<file path="config.mk">
export PLATFORM = sky130hd
export DESIGN_NAME = arbiter_rr4
export DESIGN_NICKNAME = d
export VERILOG_FILES = /design/src/rtl/arbiter_pkg.sv /design/src/rtl/Decoder2x4.sv /design/src/rtl/arbiter_rr4.sv
export SDC_FILE = /design/constraint.sdc
export NUM_CORES = 1
export LEC_CHECK = 0
export CAP_MARGIN = 20
export CORE_AREA = 5 5 42 44
export DETAILED_ROUTE_END_ITERATION = 10
export DIE_AREA = 0 0 47 49
export GPL_TIMING_DRIVEN = 0
export PLACE_DENSITY = 0.83
export SLEW_MARGIN = 30
export SYNTH_ARGS = -nofsm -noshare
export SYNTH_HDL_FRONTEND = slang
export SYNTH_SLANG_ARGS = --single-unit
</file>
<file path="constraint.sdc">
create_clock -name clk -period 2.1 [get_ports clk]
set_input_delay 0.315 -clock clk [delete_from_list [all_inputs] [get_ports clk]]
set_output_delay 0.315 -clock clk [all_outputs]
set_load 0.02 [all_outputs]
</file>
<file path="src/rtl/arbiter_pkg.sv">
// Shared types and constants for the four-requester round-robin arbiter.
// Includes the rotating-priority pick used by arbiter_rr4.
package arbiter_pkg;

  typedef enum logic {
    IDLE  = 1'b0,
    GRANT = 1'b1
  } state_e;

  localparam int N_REQ        = 4;
  localparam int HOLD_MAX_DEF = 8;

  // First set request bit when scanning ptr, ptr+1, ptr+2, ptr+3 (mod 4).
  function automatic logic [1:0] rr_pick(input logic [N_REQ-1:0] req,
                                         input logic [1:0]       ptr);
    logic [1:0] win;
    logic [1:0] idx;
    logic       found;
    win   = ptr;
    found = 1'b0;
    for (int i = 0; i < N_REQ; i++) begin
      idx = ptr + 2'(i);
      if (!found && req[idx]) begin
        win   = idx;
        found = 1'b1;
      end
    end
    return win;
  endfunction

endpackage

</file>
<file path="src/rtl/Decoder2x4.sv">
// 2-to-4 decoder with active-high enable; output is one-hot or all zero.
module Decoder2x4 (
  input  logic [1:0] A,
  input  logic       E,
  output logic [3:0] D
);

  always_comb begin
    D = '0;
    if (E) D[A] = 1'b1;
  end

endmodule

</file>
<file path="src/rtl/arbiter_rr4.sv">
// Four-requester round-robin arbiter with a per-grant hold limit.
// Handshake: a requester holds req high while it wants the resource; gnt[i] is its
// ownership window, and dropping req[i] ends the grant at the next edge.
module arbiter_rr4
  import arbiter_pkg::*;
#(
  parameter int HOLD_MAX = HOLD_MAX_DEF,
  parameter int CNT_W    = 4
) (
  input  logic             clk,
  input  logic             nrst,
  input  logic             en,
  input  logic [N_REQ-1:0] req,
  output logic [N_REQ-1:0] gnt,
  output logic [1:0]       gnt_id,
  output logic             gnt_valid
);

  localparam logic [CNT_W-1:0] HOLD_LAST = CNT_W'(HOLD_MAX - 1);

  state_e           state_q, state_d;
  logic [1:0]       ptr_q, ptr_d;
  logic [CNT_W-1:0] cnt_q, cnt_d;
  logic [1:0]       gnt_id_q, gnt_id_d;
  logic [1:0]       winner;

  assign winner = rr_pick(req, ptr_q);

  always_ff @(posedge clk or negedge nrst) begin
    if (!nrst) begin
      state_q  <= IDLE;
      ptr_q    <= '0;
      cnt_q    <= '0;
      gnt_id_q <= '0;
    end else begin
      state_q  <= state_d;
      ptr_q    <= ptr_d;
      cnt_q    <= cnt_d;
      gnt_id_q <= gnt_id_d;
    end
  end

  // Releasing always passes through IDLE, which gives the one-cycle turnaround.
  always_comb begin
    state_d  = state_q;
    ptr_d    = ptr_q;
    cnt_d    = cnt_q;
    gnt_id_d = gnt_id_q;
    unique case (state_q)
      IDLE: begin
        if (en && (|req)) begin
          state_d  = GRANT;
          gnt_id_d = winner;
          ptr_d    = winner + 2'd1;
          cnt_d    = '0;
        end
      end
      GRANT: begin
        if (!req[gnt_id_q] || (cnt_q == HOLD_LAST)) begin
          state_d = IDLE;
          cnt_d   = '0;
        end else begin
          cnt_d = cnt_q + CNT_W'(1);
        end
      end
      default: state_d = IDLE;
    endcase
  end

  // gnt_valid mirrors the FSM state, so it doubles as the state observation point.
  always_comb begin
    gnt_valid = (state_q == GRANT);
    gnt_id    = gnt_id_q;
  end

  Decoder2x4 u_dec (
    .A (gnt_id_q),
    .E (gnt_valid),
    .D (gnt)
  );

endmodule

</file>
; After elaboration in Yosys (flattened, before gate mapping)
; Cells that the tools add are included.
[word_totals]
wordCells = 55
regBits = 9
out_inout_bits = 7
[op_classes]
mux = 25
eq_ne = 2
n_reduce_logical = 12
magnitude_cmp = 6
bitwise = 1
addsub = 5
[ops]
columns = op, n
row1 = $lt A2 B3 Y1 const B, 5
row2 = $mux W4, 3
row3 = $mux W1, 11
row4 = $bmux W1 S2, 5
row5 = $pmux W4 S2, 1
row6 = $mux W2, 3
row7 = $logic_and A1 B1 Y1, 5
row8 = $add A2 B1 Y2 const B, 2
row9 = $add A2 B2 Y2 const B, 2
row10 = $add A4 B1 Y4 const B, 1
row11 = $eq A4 B3 Y1 const B, 1
row12 = $logic_not A1 Y1, 4
row13 = $reduce_or A4 Y1, 1
row14 = $demux W1 S2, 1
row15 = $ge A2 B1 Y1 const B, 1
row16 = $ne A2 B2 Y1 const B, 1
row17 = $pmux W1 S2, 1
row18 = $reduce_and A2 Y1, 1
row19 = $logic_or A1 B1 Y1, 1
row20 = $not A1 Y1, 1

; Depth between registers and ports, before layout
[logic_depth]
word_depth = 13
ltp_mapped = 5
ltp_nobuf = 5

; Modules after synthesis
; Synthesis repeated with hierarchy kept, for this count alone.
[unflattened]
cells_unflattened = 62
hier_area_um2 = 575.6
[modules_own_cells]
columns = mod, area_each_um2, seq_area_each_um2, instances, cells_each
row1 = arbiter_rr4, 538.0, 225.2, 1, 58
row2 = Decoder2x4, 37.5, 0.0, 1, 4

; Worst setup path before layout
; Ideal clock, no wire load.
[synth_path]
kind = reg-to-reg
startpoint = register gnt_id_q[0], in the netlist gnt_id[0]
endpoint = register cnt_q[3]
setup_ns = 0.127
arrival_ns = 1.449
required_ns = 1.973
setup_slack_ns = 0.524
path_buffers = 0
stages_incl_launch_ff = 5
period_less_slack_ns = 1.576
path_cell_list = dfrtp_1 > mux4_2 > and3_4 > o21ai_2 > o41ai_2
[synth_between]
elab_chain_cells = 6
[synth_rtl]
columns = element, line_no
row1 = from (decl), arbiter_rr4.sv:24  ; logic [1:0] gnt_id_q, gnt_id_d;
row2 = from (signal assigned), arbiter_rr4.sv:39  ; gnt_id_q <= gnt_id_d;
row3 = $bmux W1 S2, arbiter_rr4.sv:59  ; if (!req[gnt_id_q] || (cnt_q == HOLD_LAST)) begin
row4 = $mux W1 (not written as such), arbiter_rr4.sv:59
row5 = $logic_not A1 Y1, arbiter_rr4.sv:59
row6 = $logic_or A1 B1 Y1, arbiter_rr4.sv:59
row7 = $mux W4, arbiter_rr4.sv:59
row8 = $pmux W4 S2, arbiter_rr4.sv:49  ; unique case (state_q)
row9 = to (signal assigned), arbiter_rr4.sv:38  ; cnt_q <= cnt_d;
row10 = to (decl), arbiter_rr4.sv:23  ; logic [CNT_W-1:0] cnt_q, cnt_d;
; No other way between the ends. The select of a mux whose other input is x is not followed.
; A chain may end at the register's enable or synchronous reset.

; Worst setup path after layout
[layout_path]
startpoint = register state_q, in the netlist gnt_valid
endpoint = output port gnt[0]
[layout_between]
elab_chain_cells = 1
[layout_rtl]
columns = element, line_no
row1 = from (decl), arbiter_rr4.sv:21  ; state_e state_q, state_d;
row2 = from (signal assigned), arbiter_rr4.sv:36  ; state_q <= state_d;
row3 = $mux W4, Decoder2x4.sv:10  ; if (E) D[A] = 1'b1;
row4 = to (decl), arbiter_rr4.sv:14  ; output logic [N_REQ-1:0] gnt,
; No other way between the ends.

==> impl_metrics.yaml <==
run_status:
  status: "finished, final reports clean"
drt:
  via_per_inst: 5.54
  wl_per_cell_um: 14.3
  dr.pass1.iters: 4
  ant_nets: 0
  drt_wl_total_mm: 1.36
  drt_iter0_drc: 12
  dr_total_vias: 526
  drc_errors: 0
clock_tree:
  root_buffer: "clkbuf_4"
  tritoncts: "yes"
  clk_pin_slew_ns: 0.07
  clockBufferDepth: 2
  cts_sinks: 9
  cts_made_buffers: 3
  cts_max_level: 1
  insertion_delay_ns: 0.26
sta:
  maxSlewViolCount: 0
  max_slew_margin_pct: 71.4
  holdWs_ns: 0.351
  fmax_mhz: 517
  setup_viol: 0
  rsz0062_at_grt: "false"
  tightest_slew_ns: 0.428
  setup-tns-final_ns: 0
  fin_crit_sh_pct: 92.0
  clock_skew_ns: 0.00643
  hold_violations: 0
  layout_min_cycle_time_ns: 1.93
global_routing:
  grt_pass1_vias: 492
  antenna_found_initial: 0
  track_usage_pct: 12.7
  grt_pass1_wl_mm: 2.17
  grt_max_degree: 11
  globalRoute.totalOverflow: 0
layout:
  nets: 88
  n_fill_cell: 133
  area_growth_pct: 29.8
  diodes: 0
  drive_gt1_share_pct: 16.5
  postLayoutCoreUtil_pct: 53.7
yosys:
  yosys.area.top_type: "dfrtp_1"
  avgSynthCellArea_um2: 9.20
  syn-instance-count: 63
  synth_fp_nets: 71
  ys_ff_latch: 9
  ys_warn_count: 0
  synth_edf_count: 0
  syn_area_um2: 579
  synth_top_area_share_pct: 38.9
  yosys_most_used_dff: "dfrtp_1"
  synth_async_sr_flop_share_pct: 100
  synth_cell_types: 31
  ys_top_cells_by_area: "dfrtp_1 (39%), a21oi_1 (5.2%), nand2_1 (5.2%)"
  yosysSeqAreaShare_pct: 38.9
placed_design:
  io_buffers: 13
  detailed_place_hpwl_mm: 1.02
  gp_congestion: 0.853
die:
  start_util_pct: 41.3
  dieHeight_um: 49
  num_rows: 14
  die_area_um2: 2300
  fp.coreArea_um2: 1400
  ios: 14
  die_x_um: 47
run:
  max_cap_viol_count: 0
setup_path:
  critPathKind: "reg -> out"
  cp.arrival_ns: 1.62
  worstPathRequired_ns: 1.78
  cp-end-kind: "primary output"
  crit_path_start_kind: "register"
  path_max_fanout: 11
power:
  p_leak_nw: 0.320
  vdd_drop_max_mv: 0.595
  p_per_area_nw_per_um2: 1280
min_path:
  worstHoldPathType: "in -> async"
-- final cells by class --
type | count | area, µm² | area share [%]
plain buffers | 1 | 7.51 | 0.998
clock buffers | 4 | 26.3 | 3.49
inverters | 3 | 11.3 | 1.50
multi-input cells | 49 | 332 | 44.1
flip-flops and latches | 9 | 225 | 30.0
well taps | 16 | 20.0 | 2.66
repair buffers | 13 | 130 | 17.3
-- cell usage after synthesis, drive strengths merged (2+ instances only) --
| library cell | instances |
|---|---|
| nand2b | 2 |
| nand3 | 2 |
| and3 | 2 |
| o21ai | 7 |
| a21oi | 6 |
| o41ai | 2 |
| nor2 | 4 |
| nand2 | 8 |
| inv | 3 |
| nor2b | 2 |
| dfrtp | 9 |
-- report_power, final --
| group | switching [mW] | total [mW] | internal [mW] |
|---|---|---|---|
| combinational | 0.243 | 0.484 | 0.241 |
| clock | 0.0648 | 0.138 | 0.0734 |
| sequential | 0.101 | 0.338 | 0.238 |
| total | 0.409 | 0.960 | 0.551 |
-- flip-flops by register name, summed over array words and instances (netlist names) --
| signal | flops |
|---|---|
| ptr_q | 2 |
| gnt_valid | 1 |
| gnt_id | 2 |
| cnt_q | 4 |
-- cells by family (layout without fill, tap and decap cells) --
group / count (synthesis) / count (layout) / share of synthesized area, %
muxes: 2 / 2 / 5.62
adders and majority gates: 1 / 1 / 2.16
buffers and inverters: 5 / 21 / 3.89
DFF: 9 / 9 / 38.9
AOI/OAI and AO/OA: 21 / 21 / 25.7
and+or+nand+nor: 25 / 25 / 23.8
-- per-layer routing --
layer,global-route usage [%],vias up,share of wire [%]
met5,0,-,0
met4,2.76,0,0.44
met3,4.43,2,5.8
met2,19.5,14,49
met1,16.8,248,44
li1,-,262,-
-- stage by stage --
step                std cells  power, mW  instance area (µm²)  worst slack (ns)
finish                     95      0.960                  752             0.168
floorplan                  63      0.635                  579             0.524
detailed placement         92      0.829                  729             0.115
CTS                        96      0.970                  756            0.0248
global placement           92      0.805                  729             0.144
global route               95       1.02                  752            0.0876
-- cells in the final DEF (no fill, tap or decap) --
| master | instances |
|---|---|
| a21o_2 | 1 |
| a21oi_1 | 6 |
| and2b_2 | 1 |
| and3_2 | 1 |
| and3_4 | 1 |
| and3b_2 | 1 |
| buf_4 | 1 |
| clkbuf_1 | 1 |
| clkbuf_4 | 3 |
| clkdlybuf4s50_1 | 13 |
| dfrtp_1 | 9 |
| ha_1 | 1 |
| inv_1 | 3 |
| mux2i_1 | 1 |
| mux4_2 | 1 |
| nand2_1 | 8 |
| nand2b_1 | 2 |
| nand3_1 | 2 |
| nor2_1 | 4 |
| nor2b_1 | 2 |
| nor3b_1 | 1 |
| o211ai_1 | 1 |
| o21ai_0 | 4 |
| o21ai_1 | 2 |
| o21ai_2 | 1 |
| o221ai_2 | 1 |
| o22ai_1 | 1 |
| o31a_1 | 1 |
| o32ai_1 | 1 |
| o41ai_1 | 1 |
| o41ai_2 | 1 |
| or2_1 | 1 |
| or3_1 | 1 |
-- repair_timing --
item | in CTS | in global routing
setup endpoints to repair | 0 | 3
gates resized for setup | 0 | 0
buffers inserted | 0 | 0
hold buffers | 0 | 0
-- path summary, 6_finish.rpt --
| path | from | endpoint | slack, ns | depth (start not counted) |
|---|---|---|---|---|
| worst max-delay path | gnt_valid | gnt[0] | 0.17 | 2 |
| worst min-delay path | nrst | cnt_q[2] | 0.35 | 1 |
| worst max register to register | gnt_id[0] | cnt_q[3] | 0.55 | 4 |
| worst min register to register | cnt_q[1] | cnt_q[1] | 0.52 | 2 |
| max in group asynchronous | nrst | gnt_id[1] | 1.45 | 1 |
| min in group clk | cnt_q[1] | cnt_q[1] | 0.52 | 2 |
-- worst max-delay path: stages, from the launching register on --
cell and delay, ns:
dfrtp_1 0.51, nor3b_1 0.22, clkdlybuf4s50_1 0.63
Power figures use the tool's default switching activity.
